[src/rtl/lcd_scan.sv]
`timescale 1ns/1ps
// lcd_scan: scans the screen VRAM and drives a 640x480@60 raster carrying the
// 640x64 Z88 screen, each Z88 line shown on 4 consecutive raster lines.
// Ports:
//   mck      master clock
//   rin      synchronous reset, active-high
//   pix_ce   pixel clock enable (one mck pulse per pixel)
//   lcdon    LCD enable; low blanks pixels, syncs keep running
//   vram_a   VRAM read address {sline[5:0], nib[7:0]}
//   vram_re  VRAM read strobe, one mck wide
//   vram_di  VRAM read data, valid on the mck edge after vram_re (bit3 = leftmost)
//   hs_n     horizontal sync, active-low
//   vs_n     vertical sync, active-low
//   de       display enable (visible 640x480)
//   pix      pixel on (1 = dark dot)
//   fstart   one-mck pulse at the start of each frame
module lcd_scan (
  input  logic        mck,
  input  logic        rin,
  input  logic        pix_ce,
  input  logic        lcdon,
  output logic [13:0] vram_a,
  output logic        vram_re,
  input  logic [3:0]  vram_di,
  output logic        hs_n,
  output logic        vs_n,
  output logic        de,
  output logic        pix,
  output logic        fstart
);

  localparam int unsigned H_TOTAL   = 800;
  localparam int unsigned V_TOTAL   = 525;
  localparam int unsigned H_VIS     = 640;
  localparam int unsigned V_VIS     = 480;
  localparam int unsigned HS_START  = 656;
  localparam int unsigned HS_END    = 751;
  localparam int unsigned VS_START  = 490;
  localparam int unsigned VS_END    = 491;
  localparam int unsigned WIN_TOP   = 112;
  localparam int unsigned WIN_BOT   = 367;
  localparam int unsigned H_NIB_END = 634;
  localparam int unsigned H_ROW_FCH = 798;

  logic [9:0]  hcnt;
  logic [9:0]  vcnt;
  logic [3:0]  cur;
  logic [3:0]  nxt;
  logic        nxt_vld;

  logic        h_last;
  logic        v_last;
  logic [9:0]  vnext;
  logic        in_row;
  logic        in_next_row;
  logic        in_win;
  logic        visible;
  logic        hs_act;
  logic        vs_act;
  logic [5:0]  sline_cur;
  logic [5:0]  sline_next;
  logic        fetch_nib;
  logic        fetch_row;
  logic [13:0] fetch_addr;

  // Raster decode and prefetch decision for the current counter position
  always_comb begin
    h_last      = (hcnt == 10'(H_TOTAL - 1));
    v_last      = (vcnt == 10'(V_TOTAL - 1));
    vnext       = v_last ? 10'd0 : vcnt + 10'd1;
    in_row      = (vcnt >= 10'(WIN_TOP)) && (vcnt <= 10'(WIN_BOT));
    in_next_row = (vnext >= 10'(WIN_TOP)) && (vnext <= 10'(WIN_BOT));
    in_win      = in_row && (hcnt < 10'(H_VIS));
    visible     = (hcnt < 10'(H_VIS)) && (vcnt < 10'(V_VIS));
    hs_act      = (hcnt >= 10'(HS_START)) && (hcnt <= 10'(HS_END));
    vs_act      = (vcnt >= 10'(VS_START)) && (vcnt <= 10'(VS_END));
    sline_cur   = 6'((vcnt - 10'(WIN_TOP)) >> 2);
    sline_next  = 6'((vnext - 10'(WIN_TOP)) >> 2);
    // Nibble n+1 is requested two pixels before nibble n finishes
    fetch_nib   = lcdon && in_row && (hcnt[1:0] == 2'd2) && (hcnt <= 10'(H_NIB_END));
    // First nibble of the next raster line is requested at the end of this one
    fetch_row   = lcdon && in_next_row && (hcnt == 10'(H_ROW_FCH));
    fetch_addr  = fetch_row ? {sline_next, 8'd0} : {sline_cur, hcnt[9:2] + 8'd1};
  end

  // Counters, prefetch, nibble shift path and registered video outputs
  always_ff @(posedge mck) begin
    if (rin) begin
      hcnt    <= '0;
      vcnt    <= '0;
      hs_n    <= 1'b1;
      vs_n    <= 1'b1;
      de      <= 1'b0;
      pix     <= 1'b0;
      fstart  <= 1'b0;
      vram_re <= 1'b0;
      vram_a  <= '0;
      cur     <= '0;
      nxt     <= '0;
      nxt_vld <= 1'b0;
    end else begin
      vram_re <= 1'b0;
      fstart  <= 1'b0;
      if (vram_re) begin
        nxt     <= vram_di;
        nxt_vld <= 1'b1;
      end
      if (pix_ce) begin
        de     <= visible;
        hs_n   <= ~hs_act;
        vs_n   <= ~vs_act;
        fstart <= h_last && v_last;
        if (fetch_nib || fetch_row) begin
          vram_re <= 1'b1;
          vram_a  <= fetch_addr;
        end
        // lcdon low flushes everything so no stale nibble survives a rise
        if (!lcdon) begin
          cur     <= '0;
          nxt_vld <= 1'b0;
          pix     <= 1'b0;
        end else if (!in_win) begin
          pix <= 1'b0;
        end else if (hcnt[1:0] == 2'd0) begin
          nxt_vld <= 1'b0;
          if (nxt_vld) begin
            cur <= nxt;
            pix <= nxt[3];
          end else begin
            cur <= '0;
            pix <= 1'b0;
          end
        end else begin
          pix <= cur[~hcnt[1:0]];
        end
        if (h_last) begin
          hcnt <= '0;
          vcnt <= v_last ? 10'd0 : vcnt + 10'd1;
        end else begin
          hcnt <= hcnt + 10'd1;
        end
      end
    end
  end

endmodule

[config.mk]
export PLATFORM = sky130hd
export DESIGN_NAME = lcd_scan
export DESIGN_NICKNAME = d
export VERILOG_FILES = /design/src/rtl/lcd_scan.sv
export SDC_FILE = /design/constraint.sdc
export NUM_CORES = 1
export LEC_CHECK = 0
export CORE_MARGIN = 2
export CORE_UTILIZATION = 30
export DETAILED_ROUTE_END_ITERATION = 6
export GPL_ROUTABILITY_DRIVEN = 0
export PLACE_DENSITY = 0.58
export SLEW_MARGIN = 30
export SYNTH_ARGS = -nofsm -noshare
export SYNTH_HDL_FRONTEND = slang
export SYNTH_SLANG_ARGS = --single-unit
[constraint.sdc]
create_clock -name mck -period 3.8 [get_ports mck]
set_input_delay 0.38 -clock mck [delete_from_list [all_inputs] [get_ports mck]]
set_output_delay 0.38 -clock mck [all_outputs]
set_load 0.005 [all_outputs]
==> flow_summary.yaml <==
routing:
  wl_per_cell_um: 13.0
  drt_iter0_markers: 101
  via_count: 2098
  finalWirelength_mm: 5.59
  avgViaCountPerCell: 4.89
  drcViolationCount: 0
  ant_nets: 0
  drt_first_pass_iters: 4
clocking:
  cts_tree: "built"
  cts-root-buf: "clkbuf_8"
  cts_buffer_depth: 2
  cts.sink_count: 49
  hold_buffers: 0
  numCtsBuffers: 5
  postCtsSetupRepairBufs: 0
  clk_pin_slew_ns: 0.09
  clk_latency_ns: 0.30
  cts-htree-levels: 2
  cts_resized: 0
sta:
  final-max-slew-violation-count: 0
  finalHoldViolCount: 0
  fmax_mhz: 318
  skew_ns: 0.00662
  finalCritPeriodShare: 0.827
  maxSlewHeadroom: 0.550
  finalSetupTns_ns: 0
  finalCriticalPeriod_ns: 3.14
  setup_violations: 0
  tightest_slew_ns: 0.669
  rsz0062_at_grt: "no"
setup_path:
  required_ns: 3.98
  reg2reg_slack_ns: 0.66
  path_max_fanout: 14
  crit_type: "reg -> reg"
  reg2reg_to: "vram_a[12]"
  reg2regPathDepth: 13
  worstReg2RegStart: "vcnt[1]"
  startpoint_type: "flop"
  crit_arrival_ns: 3.32
  endpoint_kind: "flop"
global_routing:
  grt_pass1_wl_mm: 9.68
  met3_usage: 0.0251
  grt_overflow: 0
  grt_use_met2: 0.228
  grt.total_usage: 0.134
  grt_max_degree: 40
  busiest_layer: "met2"
  grtUsageMet1: 0.172
  antenna_found_initial: 0
  grt_pass1_vias: 2074
finish:
  syn2layout_area_growth_pct: 17.2
  design_area_um2: 2990
  num_antenna_cells: 0
  drive_above_1_share: 0.0556
  fill_cells: 841
  finalNetCount: 340
  fin_util: 0.364
floorplanning:
  die_y_um: 96.2
  rows: 33
  ios: 28
  die_x_um: 96.2
  core_region_area_um2: 8220
  start_util: 0.310
  die_area_um2: 9250
synthesis:
  netlist_top_cells_count: "dfxtp_1 (49), nor2_1 (45), nand2_1 (28)"
  synth_ff_type: "dfxtp_1"
  synth_top_cell_by_area: "dfxtp_1"
  yosysSeqAreaShare: 0.385
  synth_cells: 308
  synth_edf_count: 0
  synth_fp_nets: 325
  synth_area_per_cell_um2: 8.28
  synth_cell_types: 46
  synth_top_area_frac: 0.385
  synthTopCellsByArea: "dfxtp_1 (38%), nor2_1 (6.6%), xnor2_1 (5.2%), ha_1 (4.4%), nand2_1 (4.1%)"
  async_flop_share: 0
  synthesis.area_um2: 2550
  synth_seq_cells: 49
  yosysWarnings: 0
  synth_most_common_cell: "dfxtp_1"
worst_hold_path:
  hold_class: "reg -> reg"
  hold_depth: 2
  min_to: "vram_a[8]"
  min_from: "vram_a[8]"
power_and_ir_drop:
  ir_drop_mv: 0.105
  power_density_nw_per_um2: 317
  leakage_nw: 1.02
outcome:
  status: "complete, no violations"
placed_design:
  hpwl_mm: 4.04
  place_area_um2: 2870
  place.port_buffers: 27
run:
  drv_cap: 0
critical path, stage by stage (launching register included):
cell and delay, ns:
dfxtp_1 0.42, ha_1 0.27, and3_1 0.36, nand4_1 0.15, xor2_1 0.18, xnor2_1 0.33, and2_4 0.31, nand2_1 0.09
xnor2_1 0.14, ha_1 0.21, xnor2_1 0.14, and3_1 0.19, o21ai_0 0.14, a21oi_1 0.08
per-layer routing:
layer	vias to the layer above	wire, um
met3	5	190
met2	30	2660
met1	973	2690
met5	-	0
li1	1090	-
met4	0	53
cell type report:
cell class                      instances  area [um^2]  area share
Multi-Input combinational cell        229         1440       0.483
Timing Repair Buffer                   28          278      0.0930
Clock buffer                            7         86.3      0.0289
Clock inverter                          1         30.0      0.0101
Inverter                               10         37.5      0.0126
Tap cell                              105          131      0.0440
Sequential cell                        49          981       0.328
power by group:
group	switching, W	internal (W)	total (W)
clock network	0.000174	0.000215	0.000389
registers	0.00000507	0.000516	0.000521
logic	0.0000202	0.0000159	0.0000362
total	0.000199	0.000747	0.000946
how the worst max path moves through the flow:
| stage | from | endpoint | slack, ns | cells past startpoint |
|---|---|---|---|---|
| final | vcnt[1] | vram_a[12] | 0.66 | 13 |
| after global routing | vcnt[1] | vram_a[12] | 0.36 | 13 |
| after CTS | vcnt[1] | vram_a[12] | 0.67 | 13 |
| after detailed placement | vcnt[1] | vram_a[12] | 0.69 | 13 |
| after global placement | vcnt[1] | vram_a[12] | 0.80 | 13 |
| after floorplan | vcnt[1] | vram_a[12] | 0.86 | 15 |
through the flow:
stage	std cells	setup WS [ns]	hold WS, ns	power [W]
after detailed placement	421	0.691	0.447	0.000570
after floorplan	308	0.856	0.437	0.000553
after global routing	429	0.359	0.481	0.000979
final	429	0.658	0.454	0.000946
after CTS	429	0.672	0.459	0.000961
after global placement	421	0.803	0.441	0.000570
logic make-up after synthesis:
family,share of synthesized area
flip-flops,0.385
adder cells (fa/ha/maj),0.0442
XOR/XNOR,0.0859
buffers and inverters,0.0505
multiplexers,0.0481
AO/OA/AOI/OAI,0.139
AND/OR/NAND/NOR,0.247
registers in the layout (all words and copies together) (netlist names):
register and count:
vs_n 1, vcnt 10, vram_a 14, vram_re 1
pix 1, nxt_vld 1, fstart 1, hs_n 1
hcnt 10, nxt 4, cur 4, de 1
cell usage in the layout, fill, tap and decap left out, types with 2 or more instances in the layout:
master / n
clkbuf_8: 6
nor2_1: 45
a211oi_1: 3
a21oi_1: 20
and2_1: 2
xnor2_1: 15
nand2b_1: 2
o21ai_0: 6
ha_1: 9
clkdlybuf4s50_1: 27
nand3_1: 16
dfxtp_1: 49
nor4_1: 3
nand4_1: 4
mux2i_1: 10
or3_1: 5
xor2_1: 10
nand2_1: 28
a31oi_1: 4
nand4b_1: 4
and3_1: 6
o22ai_1: 2
inv_1: 10
o21a_1: 4
nor3_1: 8
a211oi_2: 2
a22o_1: 4
(Power assumes the default switching activity.)
